**src/rtl/sfu_psum_accum_pkg.sv**
```systemverilog
// Shared constants, FSM state type and lane helper for the psum
// accumulation stage and its per-lane add/saturate datapath.
package sfu_psum_accum_pkg;

    localparam int PSUM_BW = 16;
    localparam int COL     = 8;
    localparam int NUM_NIJ = 16;
    localparam int NUM_KIJ = 9;
    localparam int NIJ_W   = 4;
    localparam int KIJ_W   = 4;
    localparam int BEAT_W  = COL * PSUM_BW;

    typedef enum logic [1:0] {
        IDLE,
        ACCUM,
        DRAIN,
        DONE
    } state_e;

    // Lane idx of a beat: bits [idx*PSUM_BW +: PSUM_BW].
    function automatic logic [PSUM_BW-1:0] lane_slice(
        input logic [BEAT_W-1:0] beat,
        input int unsigned       idx
    );
        return beat[idx*PSUM_BW +: PSUM_BW];
    endfunction

endpackage

```
**src/rtl/sfu_lane_addsat.sv**
```systemverilog
// One psum lane: overwrite on the first pass, else signed saturating add;
// optional ReLU after saturation. Ports: a (new psum), b (SRAM psum),
// first, relu, y (lane result). Purely combinational.
module sfu_lane_addsat
    import sfu_psum_accum_pkg::*;
(
    input  logic [PSUM_BW-1:0] a,
    input  logic [PSUM_BW-1:0] b,
    input  logic               first,
    input  logic               relu,
    output logic [PSUM_BW-1:0] y
);

    logic [PSUM_BW:0]   sum;
    logic [PSUM_BW-1:0] sat;

    always_comb begin
        if (first) begin
            sum = {a[PSUM_BW-1], a};
        end else begin
            sum = {a[PSUM_BW-1], a} + {b[PSUM_BW-1], b};
        end
        // Top two bits disagree only on signed overflow.
        if (sum[PSUM_BW] != sum[PSUM_BW-1]) begin
            sat = sum[PSUM_BW] ? {1'b1, {(PSUM_BW-1){1'b0}}}
                               : {1'b0, {(PSUM_BW-1){1'b1}}};
        end else begin
            sat = sum[PSUM_BW-1:0];
        end
        if (relu && sat[PSUM_BW-1]) begin
            y = '0;
        end else begin
            y = sat;
        end
    end

endmodule

```
**src/rtl/sfu_psum_accum.sv**
```systemverilog
// Accumulates OFIFO psum beats into the output SRAM over NUM_KIJ passes
// via read-modify-write, with optional ReLU on the last pass.
// Ports: CLK/reset_n, start/relu_en control, in_valid/in_data/in_ready
// beat stream, sram_ren/r_A/wen/w_A/D/Q SRAM side, busy/done status.
module sfu_psum_accum
    import sfu_psum_accum_pkg::*;
(
    input  logic              CLK,
    input  logic              reset_n,
    input  logic              start,
    input  logic              relu_en,
    input  logic              in_valid,
    input  logic [BEAT_W-1:0] in_data,
    output logic              in_ready,
    output logic              sram_ren,
    output logic [NIJ_W-1:0]  sram_r_A,
    output logic              sram_wen,
    output logic [NIJ_W-1:0]  sram_w_A,
    output logic [BEAT_W-1:0] sram_D,
    input  logic [BEAT_W-1:0] sram_Q,
    output logic              busy,
    output logic              done
);

    state_e            state_q, state_d;
    logic [NIJ_W-1:0]  nij_q, nij_d;
    logic [KIJ_W-1:0]  kij_q, kij_d;
    logic              relu_q, relu_d;

    // Stage 1: beat accepted last cycle, written this cycle.
    logic              s1_valid_q, s1_valid_d;
    logic [BEAT_W-1:0] s1_data_q, s1_data_d;
    logic [NIJ_W-1:0]  s1_nij_q, s1_nij_d;
    logic              s1_first_q, s1_first_d;
    logic              s1_relu_q, s1_relu_d;

    logic              accept;
    logic              first_pass;
    logic              last_pass;
    logic [BEAT_W-1:0] lane_y;

    assign in_ready   = (state_q == ACCUM);
    assign accept     = in_valid & in_ready;
    assign first_pass = (kij_q == '0);
    assign last_pass  = (kij_q == KIJ_W'(NUM_KIJ - 1));

    always_comb begin
        state_d    = state_q;
        nij_d      = nij_q;
        kij_d      = kij_q;
        relu_d     = relu_q;
        s1_valid_d = accept;
        s1_data_d  = s1_data_q;
        s1_nij_d   = s1_nij_q;
        s1_first_d = s1_first_q;
        s1_relu_d  = s1_relu_q;

        if (accept) begin
            s1_data_d  = in_data;
            s1_nij_d   = nij_q;
            s1_first_d = first_pass;
            s1_relu_d  = last_pass & relu_q;
        end

        unique case (state_q)
            IDLE: begin
                if (start) begin
                    state_d = ACCUM;
                    nij_d   = '0;
                    kij_d   = '0;
                    relu_d  = relu_en;
                end
            end
            ACCUM: begin
                if (accept) begin
                    if (nij_q == NIJ_W'(NUM_NIJ - 1)) begin
                        nij_d = '0;
                        if (last_pass) begin
                            kij_d   = '0;
                            state_d = DRAIN;
                        end else begin
                            kij_d = kij_q + 1'b1;
                        end
                    end else begin
                        nij_d = nij_q + 1'b1;
                    end
                end
            end
            DRAIN:   state_d = DONE;
            DONE:    state_d = IDLE;
            default: state_d = IDLE;
        endcase
    end

    always_ff @(posedge CLK or negedge reset_n) begin
        if (!reset_n) begin
            state_q    <= IDLE;
            nij_q      <= '0;
            kij_q      <= '0;
            relu_q     <= 1'b0;
            s1_valid_q <= 1'b0;
            s1_data_q  <= '0;
            s1_nij_q   <= '0;
            s1_first_q <= 1'b0;
            s1_relu_q  <= 1'b0;
        end else begin
            state_q    <= state_d;
            nij_q      <= nij_d;
            kij_q      <= kij_d;
            relu_q     <= relu_d;
            s1_valid_q <= s1_valid_d;
            s1_data_q  <= s1_data_d;
            s1_nij_q   <= s1_nij_d;
            s1_first_q <= s1_first_d;
            s1_relu_q  <= s1_relu_d;
        end
    end

    for (genvar i = 0; i < COL; i++) begin : g_lane
        sfu_lane_addsat u_lane (
            .a     (lane_slice(s1_data_q, i)),
            .b     (lane_slice(sram_Q, i)),
            .first (s1_first_q),
            .relu  (s1_relu_q),
            .y     (lane_y[i*PSUM_BW +: PSUM_BW])
        );
    end

    // The first pass needs no read: its write overwrites the entry.
    assign sram_ren = accept & ~first_pass;
    assign sram_r_A = sram_ren ? nij_q : '0;
    assign sram_wen = s1_valid_q;
    assign sram_w_A = s1_nij_q;
    assign sram_D   = s1_valid_q ? lane_y : '0;
    assign busy     = (state_q == ACCUM) || (state_q == DRAIN);
    assign done     = (state_q == DONE);

endmodule

```
**config.mk**
```make
export PLATFORM = sky130hd
export DESIGN_NAME = sfu_psum_accum
export DESIGN_NICKNAME = d
export VERILOG_FILES = /design/src/rtl/sfu_psum_accum_pkg.sv /design/src/rtl/sfu_lane_addsat.sv /design/src/rtl/sfu_psum_accum.sv
export SDC_FILE = /design/constraint.sdc
export NUM_CORES = 1
export LEC_CHECK = 0
export CORE_MARGIN = 1
export CORE_UTILIZATION = 50
export CTS_CLUSTER_SIZE = 25
export DETAILED_ROUTE_END_ITERATION = 12
export HOLD_SLACK_MARGIN = 0.06
export PLACE_DENSITY = 0.8
export SLEW_MARGIN = 40
export SYNTH_ARGS = -nofsm -noshare
export SYNTH_HDL_FRONTEND = slang
export SYNTH_SLANG_ARGS = --single-unit
```
**constraint.sdc**
```tcl
create_clock -name CLK -period 10.2 [get_ports CLK]
set_clock_uncertainty 0.1 [all_clocks]
set_input_delay 2.55 -clock CLK [delete_from_list [all_inputs] [get_ports CLK]]
set_output_delay 2.55 -clock CLK [all_outputs]
set_load 0.02 [all_outputs]
```
# Word level (Yosys, flattened, before mapping)
# Cells that the tools add are included.
[totals]
n_memories = 0
in_bits = 261
romBits = 0
output_inout_bits = 141
latch_bits = 0
regBits = 146
word_cells = 103
ramBits = 0
[op_classes]
n_addsub = 10
mux = 47
n_shift = 0
n_lt_le_gt_ge = 0
n_reduce_logical = 16
eq_ne = 17
multipliers = 0
n_div = 0
bitwise = 4
[ops]
columns = ["cell", "count"]
rows = [
  ["16-bit two-way mux", 24],
  ["16-bit by 16-bit adder with 17-bit output", 8],
  ["17-bit two-way mux", 8],
  ["128-bit two-way mux", 1],
  ["4-bit two-way mux", 7],
  ["4-bit case mux with 2 select lines", 2],
  ["4-bit by 1-bit adder with 4-bit output, second input constant", 2],
  ["4-bit equality test, second input constant", 2],
  ["1-bit logical AND", 8],
  ["2-bit two-way mux", 4],
  ["1-bit != test", 8],
  ["2-bit case mux with 4 select lines", 1],
  ["4-bit AND reduction", 2],
  ["2-bit by 1-bit != test with 1-bit output, second input constant", 3],
  ["2-bit equality test, second input constant", 2],
  ["4-bit zero test", 1],
  ["1-bit bitwise AND", 3],
  ["3-bit AND reduction", 1],
  ["2-bit by 1-bit equality test with 1-bit output, second input constant", 1],
  ["2-bit zero test", 1],
  ["2-bit != test, second input constant", 1],
  ["2-bit AND reduction", 1],
  ["2-bit nonzero test", 1],
  ["1-bit logical OR", 1],
  ["1-bit NOT", 1],
]

# Longest topological paths before layout
[logic_depth]
ltp_word = 7
ltp_mapped = 19
mapped_depth_nobuf = 17

# Modules after synthesis
# Synthesis repeated with hierarchy kept, for this count alone.
[hier_totals]
hier_cells = 1663
area_unflattened_um2 = 15587.4
[by_module_without_submodules]
columns = ["module", "n_inst", "area_each_um2", "cells_per_inst"]
rows = [
  ["sfu_psum_accum", 1, 6611.3, 508],
  ["sfu_lane_addsat (g_lane[0].u_lane ...)", 4, 1141.1, 147],
  ["sfu_lane_addsat (g_lane[4].u_lane ...)", 3, 1086.0, 139],
  ["sfu_lane_addsat (g_lane[6].u_lane)", 1, 1153.6, 150],
]

# Worst setup path before layout
# OpenSTA, ideal clock, no wires.
[synth_path]
path_kind = "input to output"
from = "input sram_Q[32]"
to = "output sram_D[42]"
path_stages = 18
n_path_buf = 1
setup_slack_ps = 1192
t_arrival_ps = 6358
path_cell_list = "ha_1 -> fa_1 -> a211o_1 -> a21boi_0 -> o21ai_0 -> a2111oi_0 -> o31ai_1 -> nand2_1 -> a31oi_1 -> o21ai_0 -> ha_1 -> clkbuf_1 -> inv_1 -> nor2_1 -> a31oi_1 -> nand3_1 -> a21oi_1 -> a21boi_0"
[synth_via]
elab_chain_cells = 7
word_cells_on_any_way = 8
[synth_lines]
columns = ["element", "line_no", "source"]
rows = [
  ["from (decl)", "sfu_psum_accum.sv:20", "input logic [BEAT_W-1:0] sram_Q,"],
  ["16-bit by 16-bit adder with 17-bit output (*)", "sfu_lane_addsat.sv:21", "sum = {a[PSUM_BW-1], a} + {b[PSUM_BW-1], b};"],
  ["17-bit two-way mux (*)", "sfu_lane_addsat.sv:18", "if (first) begin"],
  ["16-bit two-way mux / 1-bit != test (equally long branches)", "sfu_lane_addsat.sv:25, sfu_lane_addsat.sv:24", ""],
  ["16-bit two-way mux (*)", "sfu_lane_addsat.sv:24", "if (sum[PSUM_BW] != sum[PSUM_BW-1]) begin"],
  ["1-bit logical AND", "sfu_lane_addsat.sv:30", "if (relu && sat[PSUM_BW-1]) begin"],
  ["16-bit two-way mux (*)", "sfu_lane_addsat.sv:30", ""],
  ["128-bit two-way mux (*)", "sfu_psum_accum.sv:134", "assign sram_D = s1_valid_q ? lane_y : '0;"],
  ["to (decl)", "sfu_psum_accum.sv:19", "output logic [BEAT_W-1:0] sram_D,"],
]
# Every way passes the cells marked *; elsewhere a longest branch is shown, timed or not.

# Worst setup path in the final report
[layout_path]
from = "input sram_Q[16]"
to = "output sram_D[19]"
# The elaborated chain is that of the path after synthesis.

==> results.md <==
- Leakage: between 8 and 9 nW
- Primary flip-flop cell chosen by synthesis mapping: dfrtp_1
- RR Endpoint: s1_data_q[125]
- Count of final setup violators: 0
- Top cell type's share of synthesized area: 25.9%
- Residual DRC: 0
- Number of top-level pins: between 400 and 500
- Gate Count Post-Synth: 1887
- Final Max Slew Viols: 0
- Syn. warnings: 0
- Min Hold Slack: between 0.3 and 0.4 ns
- Clock latency at the later pin of the worst-skew pair: around 0.43 ns
- Family with the most delay on the worst path: compound AO/OA/AOI/OAI gates
- Placement-stage cell area: roughly 18000 sq um
- Number of H-tree levels: 4
- Async SR Flop Fraction: 100%
- Via count of the first global-routing pass: 14900
- Number of nets with antenna violations after detailed routing: 0
- Count of different cell masters after synthesis: 73
- Maximum clock insertion buffer count: 2
- Total of max-cap violations: 0
- Site row count: around 60
- Post-synthesis sequential element count: about 150
- Global Route Usage Sum: about a third
- Util after Layout: approximately 70%
- DRT iter0 DRCs: about 1100
- Leading cell type in the layout, fill and taps excluded: nand2_1
- CTS Root Buffer Type: clkbuf_16
- Shortest period the worst path allows: roughly 9.9 ns
- Largest cells by area after synthesis: dfrtp_1, nand2_1, ha_1
- Quantity of hold-fixing buffers added after cts: 0
- Path type of the worst min-delay path: flop to flop
- IR drop worst, VDD: roughly 0.28 mV
- Detailed-router iteration count before antenna repair: 5
- Port Buf Inserts: between 400 and 500
- Cell breakdown of the critical path: clkdlybuf4s50_1, ha_1, fa_1, a211o_1, a21boi_0, o21ai_0, a2111oi_2, o31ai_1, nand2_1, a31oi_1, o21ai_1, ha_2, inv_1, nor2_1, a31oi_1, nand3_1, a21oi_1, buf_4, nor2b_1, clkdlybuf4s50_1
- Register-to-Register Path Depth: 7
- Data required time at the worst endpoint: 7.55 ns
- Overall die area: 28900 sq um
- Upper clock frequency limit: roughly 100 MHz
- Largest net degree at the start of global routing: approximately 120
- Avg Inst Size Synth: about 7.5 sq um
- Clock Sinks: 146
- Critical Setup Path Class: input port to output pin
- Post-placement cell count: between 2000 and 3000
- Final cell area excluding filler cells: 19200 sq um
- Levels on crit path: 20
- Antenna violations before repair: 4
- Slowest stage delay, CP: between 0.6 and 0.7 ns
- Critical R2R Launch: state_q[1]
- Final worst-path cycle share: 97.1%
- Worst Max-Slew Pin Slew: about 0.8 ns
- Detail-routed net length per standard cell: about 18 microns
- CTS tree: built
- Critical path origin: sram_Q[16]
- Type of element launching the critical path: input port
- Routed WL: about 46000 microns
- Starting density of the core: around 50%
- Sequential element share of the synthesized area: around a quarter
- Detailed Place HPWL: between 30000 and 40000 microns
- Endpoint type of the worst setup path: output pin
- Worst EP arrival: slightly above 7 ns
- Post-synth net total: between 2000 and 2500
- Result of the run: finished, final reports clean
- Area grow syn2layout: 35.9%
- Routability cong.: just over 0.9
- Max-slew headroom: 45.4%
- Capture point of the worst path: sram_D[19]
- Via-to-Cell Ratio: ~5.7
- Library cell with the largest summed area after synthesis: dfrtp_1
- Post-synth EDFFs: 0
- NumNets Final: roughly 2700
- Layout cells sized above 1: about 5%
- Critical-path cell with the highest stage delay: clkdlybuf4s50_1
- Number of hold violations in the final report: 0
- Via total after detailed routing: ~15000
- Die Ht: roughly 170 microns
- Most used cells in the layout excluding fill and tap cells: nand2_1, clkdlybuf4s50_1, ha_1
- Pwr per Cell Area: 291 nW/um^2
- Horizontal die dimension: approximately 170 microns
- Max FO, Critical Path: 15
- Clock-pin transition on the worst setup and hold timing paths: ~0.060 ns
- Global-route wire length before repair: around 73000 microns
- Post-Syn Area: ~14000 sq um
- Total congestion overflow after global routing: 0
- Crit path buffers/inverters: 4
- Total core area: roughly 28000 sq um
- Number of standard cells in the layout, taps in and fillers out: between 2000 and 3000
- Worst-case register-to-register setup slack: 6.65 ns
- Number of buffers created by CTS: 17
-- routing by layer --
layer	GRT usage (%)	vias up	wire length, microns	share of wire [%]
li1	-	7301	-	-
met1	37.5	7026	18700	41
met2	54.0	579	21600	47
met3	7.00	138	3590	7.8
met4	16.2	2	2270	4.9
met5	0	-	13	0.028
-- worst min path at each step --
stage,slack [ns],startpoint,endpoint,depth (start not counted)
after global routing,0.42,s1_data_q[125],s1_data_q[125],2
after global placement,0.37,sram_w_A[3],sram_w_A[3],2
final,0.40,sram_w_A[3],sram_w_A[3],2
after floorplan,0.36,s1_data_q[125],s1_data_q[125],2
after CTS,0.40,sram_w_A[3],sram_w_A[3],2
after detailed placement,0.36,sram_w_A[3],sram_w_A[3],2
-- cells by family after synthesis --
| family | after synthesis | synth area share, % |
|---|---|---|
| compound gates | 526 | 24.6 |
| xor+xnor | 86 | 5.34 |
| fa+ha+maj | 158 | 14.4 |
| buf+inv | 124 | 3.44 |
| flops | 146 | 25.9 |
| mux | 27 | 2.06 |
| simple gates | 820 | 24.2 |
-- worst register-to-register path: cells and delay by family, from the launching register on --
family                   cells  cell delay [ns]
flip-flops                   1             0.41
adder cells (fa/ha/maj)      1             0.53
AND/OR/NAND/NOR              3             0.81
buffers and inverters        3             1.64
-- where the power goes --
group          internal (mW)  switching [mW]  leakage, nW  total [mW]
registers              0.737           0.166         1.77       0.903
clock network          0.423           0.273        0.303       0.696
logic                   1.76            2.22         6.70        3.98
-- layout make-up --
cell class              instances  area (sq um)
multi-input cells            1617         10100
clock buffers                  20           457
flip-flops and latches        146          3660
well taps                     378           473
clock inverters                12           179
inverters                      33           126
repair buffers                423          4230
fillers                      2362          8600
diodes                          4          10.0
-- registers in the layout (all words and copies together), names as in the netlist --
signal / flops
s1_relu_q: 1
kij_q: 4
s1_data_q: 128
sram_wen: 1
state_q: 2
sram_w_A: 4
relu_q: 1
s1_first_q: 1
nij_q: 4
-- synth_stat cells (all sizes together) (19+ instances only) --
cell type    n
clkbuf      72
a21o        27
buf         19
a21oi      113
a31oi       27
ha         150
nor3        43
a211oi      44
nand2      522
xnor2       47
xor2        39
dfrtp      146
nor2       147
o21ai      141
inv         33
o21a        84
nand3       24
-- stage by stage --
stage | total power, mW | worst slack, ns | setup TNS (ns)
after floorplan | 3.39 | 1.19 | 0
after global placement | 4.72 | 0.0741 | 0
after detailed placement | 4.81 | -0.0460 | -0.0460
after CTS | 5.54 | 0.0237 | 0
after global routing | 5.98 | -0.0573 | -0.368
final | 5.58 | 0.292 | 0
-- timing repair --
item,in CTS,in global routing
buffers inserted,0,1
resized for setup,2,21
endpoints found under the setup margin,2,73
hold endpoints to repair,0,0
pin swaps,0,1
Note: power is estimated with default switching activity, not from simulation.
